`config.mk`:
```
export PLATFORM = sky130hd
export DESIGN_NAME = stack_cmd_sequencer
export DESIGN_NICKNAME = d
export VERILOG_FILES = /design/src/rtl/stack_cmd_sequencer.sv
export SDC_FILE = /design/constraint.sdc
export NUM_CORES = 1
export LEC_CHECK = 0
export CAP_MARGIN = 20
export CORE_MARGIN = 2
export CORE_UTILIZATION = 53
export DETAILED_ROUTE_END_ITERATION = 12
export DONT_BUFFER_PORTS = 1
export GPL_TIMING_DRIVEN = 0
export PLACE_DENSITY = 0.72
export SETUP_SLACK_MARGIN = 0.02
export SYNTH_ARGS = -nofsm -noshare
export SYNTH_HDL_FRONTEND = slang
export SYNTH_SLANG_ARGS = --single-unit
```
`constraint.sdc`:
```
create_clock -name clk -period 4.8 [get_ports clk]
set_input_delay 0.48 -clock clk [delete_from_list [all_inputs] [get_ports clk]]
set_output_delay 0.48 -clock clk [all_outputs]
set_load 0.01 [all_outputs]
```
`src/rtl/stack_cmd_sequencer.sv`:
```
// Request/response front end for the behavioural stack: one-cycle stack command pulses,
// occupancy tracking and rejection of illegal ops. Optional STACK_SEQ_ERRCNT_EN adds err_count.
module stack_cmd_sequencer #(
  parameter int unsigned DATA_W = 4,
  parameter int unsigned DEPTH  = 5,
  parameter int unsigned IDX_W  = 3,
  localparam int unsigned CNT_W = $clog2(DEPTH + 1)
) (
  input  logic              clk,
  input  logic              rst_n,
  input  logic              req_valid,
  output logic              req_ready,
  input  logic [1:0]        req_op,
  input  logic [IDX_W-1:0]  req_index,
  input  logic [DATA_W-1:0] req_data,
  output logic              rsp_valid,
  input  logic              rsp_ready,
  output logic [DATA_W-1:0] rsp_data,
  output logic              rsp_err,
  output logic [1:0]        s_command,
  output logic [IDX_W-1:0]  s_index,
  output logic [DATA_W-1:0] s_i_data,
  input  logic [DATA_W-1:0] s_o_data,
  output logic [CNT_W-1:0]  depth_cnt
`ifdef STACK_SEQ_ERRCNT_EN
  ,
  output logic [7:0]        err_count
`endif
);

  localparam logic [1:0] OpNop  = 2'b00;
  localparam logic [1:0] OpPush = 2'b01;
  localparam logic [1:0] OpPop  = 2'b10;
  localparam logic [1:0] OpGet  = 2'b11;

  typedef enum logic [1:0] {StIdle, StIssue, StWait, StResp} state_e;

  state_e     state_q;
  logic [1:0] op_q;
  logic       req_illegal;

  assign req_ready = (state_q == StIdle);

  always_comb begin
    req_illegal = 1'b0;
    unique case (req_op)
      OpPush:  req_illegal = (depth_cnt == CNT_W'(DEPTH));
      OpPop:   req_illegal = (depth_cnt == '0);
      OpGet:   req_illegal = (32'(req_index) >= 32'(depth_cnt));
      default: req_illegal = 1'b0;
    endcase
  end

  always_ff @(posedge clk or negedge rst_n) begin
    if (!rst_n) begin
      state_q   <= StIdle;
      op_q      <= OpNop;
      rsp_valid <= 1'b0;
      rsp_data  <= '0;
      rsp_err   <= 1'b0;
      s_command <= OpNop;
      s_index   <= '0;
      s_i_data  <= '0;
      depth_cnt <= '0;
`ifdef STACK_SEQ_ERRCNT_EN
      err_count <= 8'h00;
`endif
    end else begin
      unique case (state_q)
        StIdle: begin
          if (req_valid) begin
            op_q <= req_op;
            if (req_illegal || req_op == OpNop) begin
              // Rejected or NOP: answer directly, the stack never sees it.
              state_q   <= StResp;
              rsp_valid <= 1'b1;
              rsp_data  <= '0;
              rsp_err   <= req_illegal;
`ifdef STACK_SEQ_ERRCNT_EN
              if (req_illegal && err_count != 8'hFF) err_count <= err_count + 8'h01;
`endif
            end else begin
              state_q   <= StIssue;
              s_command <= req_op;
              s_index   <= req_index;
              s_i_data  <= req_data;
            end
          end
        end
        StIssue: begin
          s_command <= OpNop;
          s_index   <= '0;
          s_i_data  <= '0;
          if (op_q == OpPush) begin
            depth_cnt <= depth_cnt + CNT_W'(1);
            state_q   <= StResp;
            rsp_valid <= 1'b1;
            rsp_data  <= '0;
            rsp_err   <= 1'b0;
          end else begin
            if (op_q == OpPop) depth_cnt <= depth_cnt - CNT_W'(1);
            state_q <= StWait;
          end
        end
        StWait: begin
          state_q   <= StResp;
          rsp_valid <= 1'b1;
          rsp_data  <= s_o_data;
          rsp_err   <= 1'b0;
        end
        StResp: begin
          if (rsp_ready) begin
            state_q   <= StIdle;
            rsp_valid <= 1'b0;
            rsp_data  <= '0;
            rsp_err   <= 1'b0;
          end
        end
        default: state_q <= StIdle;
      endcase
    end
  end

endmodule

```
# --- Word level (Yosys, flattened, before mapping) ---
# Index checks and enable logic that the tools add are counted.
# W data, S select, Z words.
word_totals:
  regBits: 22
  latchBits: 0
  ramBits: 0
  mem_bits_ro: 0
  input_bits: 17
  output_inout_bits: 19
  word_cells: 68
  memories: 0
classes:
  n_addsub: 2
  multipliers: 0
  div_mod_pow: 0
  magnitude_cmp: 1
  n_eq_ne: 14
  shifts: 0
  muxes: 31
  n_bitwise: 0
  reduce_logical: 11
op_table:
  columns: ["op", "count"]
  rows:
  - ["$mux W4", 6]
  - ["$pmux W4 S4", 1]
  - ["$mux W3", 4]
  - ["$eq A2 B2 Y1 const B", 5]
  - ["$mux W2", 5]
  - ["$mux W1", 8]
  - ["$ne A2 B2 Y1 const B", 4]
  - ["$pmux W1 S4", 2]
  - ["$pmux W2 S4", 1]
  - ["$pmux W4 S2", 1]
  - ["$eq A2 B1 Y1 const B", 3]
  - ["$pmux W3 S2", 1]
  - ["$reduce_and A2 Y1", 3]
  - ["$logic_not A2 Y1", 2]
  - ["$pmux W2 S2", 1]
  - ["$reduce_and A4 Y1", 1]
  - ["$reduce_bool A2 Y1", 2]
  - ["$add A3 B1 Y3 const B", 1]
  - ["$eq A3 B3 Y1 const B", 1]
  - ["$ge A3 B3 Y1", 1]
  - ["$logic_not A3 Y1", 1]
  - ["$pmux W1 S3", 1]
  - ["$reduce_and A3 Y1", 1]
  - ["$sub A3 B1 Y3 const B", 1]
  - ["other kinds (2)", 2]

# --- Depth between registers and ports, before layout ---
depth:
  word_depth: 6
  mapped_depth: 8
  depth_no_buf: 7

# --- Worst setup path after synthesis ---
# OpenSTA, ideal clock, no wires.
synth_path:
  path_type: "reg2reg"
  start: "reg state_q[0]"
  end: "reg rsp_err"
  arrival_ps: 1977
  slack_ps: 2698
  stages_incl_launch_ff: 9
  path_cell_list: "dfrtp_1 > inv_1 > ha_1 > buf_2 > inv_1 > o22ai_1 > a221o_1 > a31oi_4 > mux2_2"
synth_via:
  elab_chain_cells: 3
  elab_cells_between_ends: 10
  classes_between: "7 x eq/ne; 1 x mux; 2 x reduce/logical"
synth_rtl:
  columns: ["item", "line", "rtl"]
  rows:
  - ["start, declared", "38", "state_e state_q;"]
  - ["start signal, assigned", "56", "state_q <= StIdle;"]
  - ["start signal, assigned", "75", "state_q <= StResp;"]
  - ["start signal, assigned", "83", "state_q <= StIssue;"]
  - ["$logic_not A2 Y1 *", null, null]
  - ["via req_ready", "12", "output logic req_ready,"]
  - ["$ne A2 B1 Y1 (no line) / $ne A2 B2 Y1 (equally long branches)", null, null]
  - ["$reduce_and A4 Y1 (no line)", null, null]
  - ["end signal, assigned", "78", "rsp_err <= req_illegal;"]
  - ["end, declared", "19", "output logic rsp_err,"]
# Mark *: on every way through the listed nets, which the timed path passes. The rest lies on a longest branch.
# A chain may end at the register's enable or synchronous reset.

# --- Worst setup path after layout ---
layout_path:
  start: "reg depth_cnt[1]"
  end: "reg rsp_err"
layout_via:
  elab_chain_cells: 5
  elab_cells_between_ends: 10
  classes_between: "1 x order compare; 2 x eq/ne; 4 x mux; 3 x reduce/logical"
layout_rtl:
  columns: ["item", "line", "rtl"]
  rows:
  - ["start, declared", "24", "output logic [CNT_W-1:0] depth_cnt"]
  - ["start signal, assigned", "95", "depth_cnt <= depth_cnt + CNT_W'(1);"]
  - ["start signal, assigned", "101", "if (op_q == OpPop) depth_cnt <= depth_cnt - CNT_W'(1);"]
  - ["$ge A3 B3 Y1 (tied with other cells)", "49", "OpGet: req_illegal = (32'(req_index) >= 32'(depth_cnt));"]
  - ["$pmux W1 S3 *", "46", "unique case (req_op)"]
  - ["$mux W1 / $logic_or A1 B1 Y1 (equally long branches)", "73", "if (req_illegal || req_op == OpNop) begin"]
  - ["$mux W1 / $ne A2 B1 Y1 (equally long branches)", null, null]
  - ["$pmux W1 S4 / $reduce_and A4 Y1 (equally long branches)", null, null]
# Every way passes the cells marked *; elsewhere a longest branch is shown, timed or not. The select of a mux whose other input is x is not followed.

==> metrics.json <==
{
  "worst_setup_path": {
    "critical_path_class": "reg -> reg",
    "critical_path.endpoint_type": "flop",
    "timing.critical_path.required_ns": 5.02,
    "worst_setup_path_start_kind": "flop",
    "cp_data_arrival_time_ns": 2.59,
    "worstPathMaxFanout": 6
  },
  "layout": {
    "final_layout_size_suffix_gt1_frac": 0.1221,
    "insertedDiodeCount": 0,
    "multiInputGateArea_um2": 680.7,
    "final_cell_area_um2": 1433,
    "areaGrowthSynthToFinish_pct": 9.569,
    "final_net_count": 159,
    "ff_latch_area_um2": 550.5,
    "filler_cells_inserted": 187
  },
  "timing": {
    "tightestPinTransition_ns": 0.8074,
    "report.final.slew_viol_count": 0,
    "final.period_utilization": 0.4939,
    "hold_viol_final": 0,
    "slew_headroom": 0.4561,
    "worst_slack_ns": 2.429,
    "setup_total_negative_slack_ns": 0,
    "rsz0062_at_grt": "no",
    "fin_crit_period_ns": 2.371,
    "peak_clock_frequency_supported_by_timing_ghz": 0.4218,
    "finalClockSkew_ns": 0.002058,
    "final_setup_vio_count": 0,
    "fin_hold_ws_ns": 0.2815
  },
  "pwr": {
    "post-layout-total-power_mw": 0.9258,
    "seq_power_share": 0.383,
    "power.combinational.fraction": 0.460,
    "peakVddDrop_mv": 0.4590,
    "leakagePower_nw": 0.6312,
    "cellInternalPower_mw": 0.5394,
    "clockPowerShare": 0.158,
    "power.share.switching": 0.4174,
    "total_switching_power_mw": 0.3864,
    "cellPowerDensity_nw_per_um2": 646.2
  },
  "global_routing": {
    "grt_antenna_before_repair": 0,
    "grt.total_usage": 0.1972,
    "globalRoute.totalOverflow": 0,
    "global_route_wire_length_before_repair_um": 4084,
    "grt_max_degree": 23,
    "grt_pass1_vias": 867
  },
  "route": {
    "remaining_drc_errors": 0,
    "antenna_left": 0,
    "routed_wire_length_per_instance_um": 16.20,
    "first_iter_violations": 9,
    "avgViaCountPerCell": 5.792,
    "drt_wirelength_um": 2576,
    "firstDrtPassIters": 4,
    "vias": 921
  },
  "clocking": {
    "clock_tree.buffer_depth": 2,
    "tritoncts.num_buffers": 3,
    "clock_tree.htree_level_count": 1,
    "post_cts_resize_count": 0,
    "clkLatencyLatePin_ns": 0.32,
    "clk_pin_slew_ns": 0.13,
    "tritoncts": "done",
    "cts.hold.buffers_added": 1,
    "clock_tree.root_cell": "clkbuf_4",
    "clock-sinks": 22,
    "post_cts_setup_buffers": 0
  },
  "placement": {
    "numPortBuffers": 0,
    "hpwl_um": 1894,
    "place.gp.congestion": 0.7793,
    "placed_instance_area_um2": 1343,
    "dp_slack_ns": 2.507
  },
  "synthesis": {
    "number_of_synthesized_flops_with_an_enable_pin": 0,
    "dominantRegCellSynth": "dfrtp_1",
    "async_flop_share": 1.000,
    "yosys_warnings": 0,
    "synth_sequential_area_ratio": 0.4211,
    "post_synth_inst_count": 125,
    "synthesis.area_per_instance_um2": 10.46,
    "ys_ff_latch": 22,
    "synth_top_area_frac": 0.4211,
    "mappedNetlistNets": 152,
    "synth.cell_area_um2": 1308,
    "yosys-top-cells-area": "dfrtp_1 42%, mux2i_1 9.2%, ha_1 8.6%",
    "yosys.cell_types.count": 32,
    "yosysTopAreaCell": "dfrtp_1"
  },
  "worst_hold_path": {
    "hold_path_class": "in -> reg"
  },
  "die": {
    "pin_count": 36,
    "chipWidth_um": 53.67,
    "floorplan.die.height_um": 53.67,
    "starting_utilization_of_the_core_area": 0.5745,
    "die_area_um2": 2880,
    "floorplan.rows": 17,
    "coreArea_um2": 2276
  },
  "job": {
    "max_cap_viols": 0
  },
  "status": {
    "run_status": "complete, no violations"
  }
}
-- synth_stat cells, drive strengths merged, types with 2 or more instances --
master   n
a21o     3
a21oi    2
a31oi    2
buf      2
clkbuf   2
dfrtp   22
ha       9
inv     13
mux2     3
mux2i   12
nand2   21
nor2b    4
nor3     2
o21ai    2
o22ai   10
xnor2    2
-- layout make-up --
cell class / instances / area share
sequential: 22 / 0.3843
clock buffer: 3 / 0.01572
timing repair buffer: 2 / 0.02620
tap: 28 / 0.02445
buffer: 4 / 0.01921
multi-input combinational: 86 / 0.4751
clock inverter: 1 / 0.02096
inverter: 13 / 0.03406
-- metrics by stage --
stage                     instances    util
after floorplan                 125       -
after global placement          153  0.5899
after detailed placement        153  0.5899
after CTS                       158  0.6174
after global routing            159  0.6295
final                           159  0.6295
-- final timing paths --
| path | startpoint | cells after the start | end | slack [ns] |
|---|---|---|---|---|
| max reg2reg | depth_cnt[1] | 7 | rsp_err | 2.43 |
| max | depth_cnt[1] | 7 | rsp_err | 2.43 |
| max in group asynchronous | rst_n | 2 | rsp_valid | 4.03 |
| min reg2reg | op_q[1] | 1 | op_q[1] | 0.51 |
| min | s_o_data[0] | 2 | rsp_data[0] | 0.28 |
| min in group asynchronous | rst_n | 1 | depth_cnt[0] | 0.42 |
-- flip-flops by register name, indices dropped and copies added (netlist names) --
name,flops
rsp_data,4
s_i_data,4
depth_cnt,3
s_index,3
op_q,2
s_command,2
state_q,2
rsp_err,1
rsp_valid,1
-- layout by cell type (no fill, tap or decap), types with 2 or more instances in the layout --
cell type | Yosys | layout
clkbuf_4 | 0 | 3
ha_1 | 9 | 9
a31oi_4 | 2 | 2
inv_1 | 13 | 13
o21ai_0 | 2 | 2
nor3_1 | 2 | 2
mux2i_1 | 12 | 12
o22ai_1 | 9 | 9
a21oi_1 | 2 | 2
xnor2_1 | 2 | 2
dfrtp_1 | 22 | 22
nor2b_1 | 4 | 4
nand2_1 | 21 | 21
mux2_2 | 3 | 3
clkbuf_1 | 2 | 2
a21o_1 | 3 | 3
-- power by group through the flow --
stage / sequential [mW] / combinational [mW] / clock, mW
2_1_floorplan: 0.341 / 0.350 / 0
3_3_place_gp: 0.356 / 0.401 / 0
3_5_place_dp: 0.361 / 0.418 / 0
4_1_cts: 0.355 / 0.426 / 0.151
5_1_grt: 0.366 / 0.479 / 0.159
6_report: 0.354 / 0.426 / 0.146
-- worst max-delay path, stage by stage, from the launching register on --
cell	delay, ns
dfrtp_1	0.51
inv_1	0.11
ha_1	0.29
nand2_1	0.07
o211ai_1	0.19
o21ai_0	0.32
a31oi_4	0.42
mux2_2	0.37
-- kinds of logic after synthesis --
kind of cell	after synthesis	synth area share
muxes	15	0.1177
xor gates and xnor gates	3	0.02010
DFF	22	0.4211
buffers and inverters	17	0.05837
AOI/OAI and AO/OA	26	0.1636
adders and majority gates	10	0.1014
and+or+nand+nor	32	0.1177
-- layer usage --
metal	up-vias	share of wire	GRT usage
met5	-	0	0
met4	0	0.0089	0.03846
met3	5	0.052	0.08333
met2	22	0.50	0.2988
met1	439	0.44	0.2637
li1	455	-	-
Note: power is estimated with default switching activity, not from simulation.
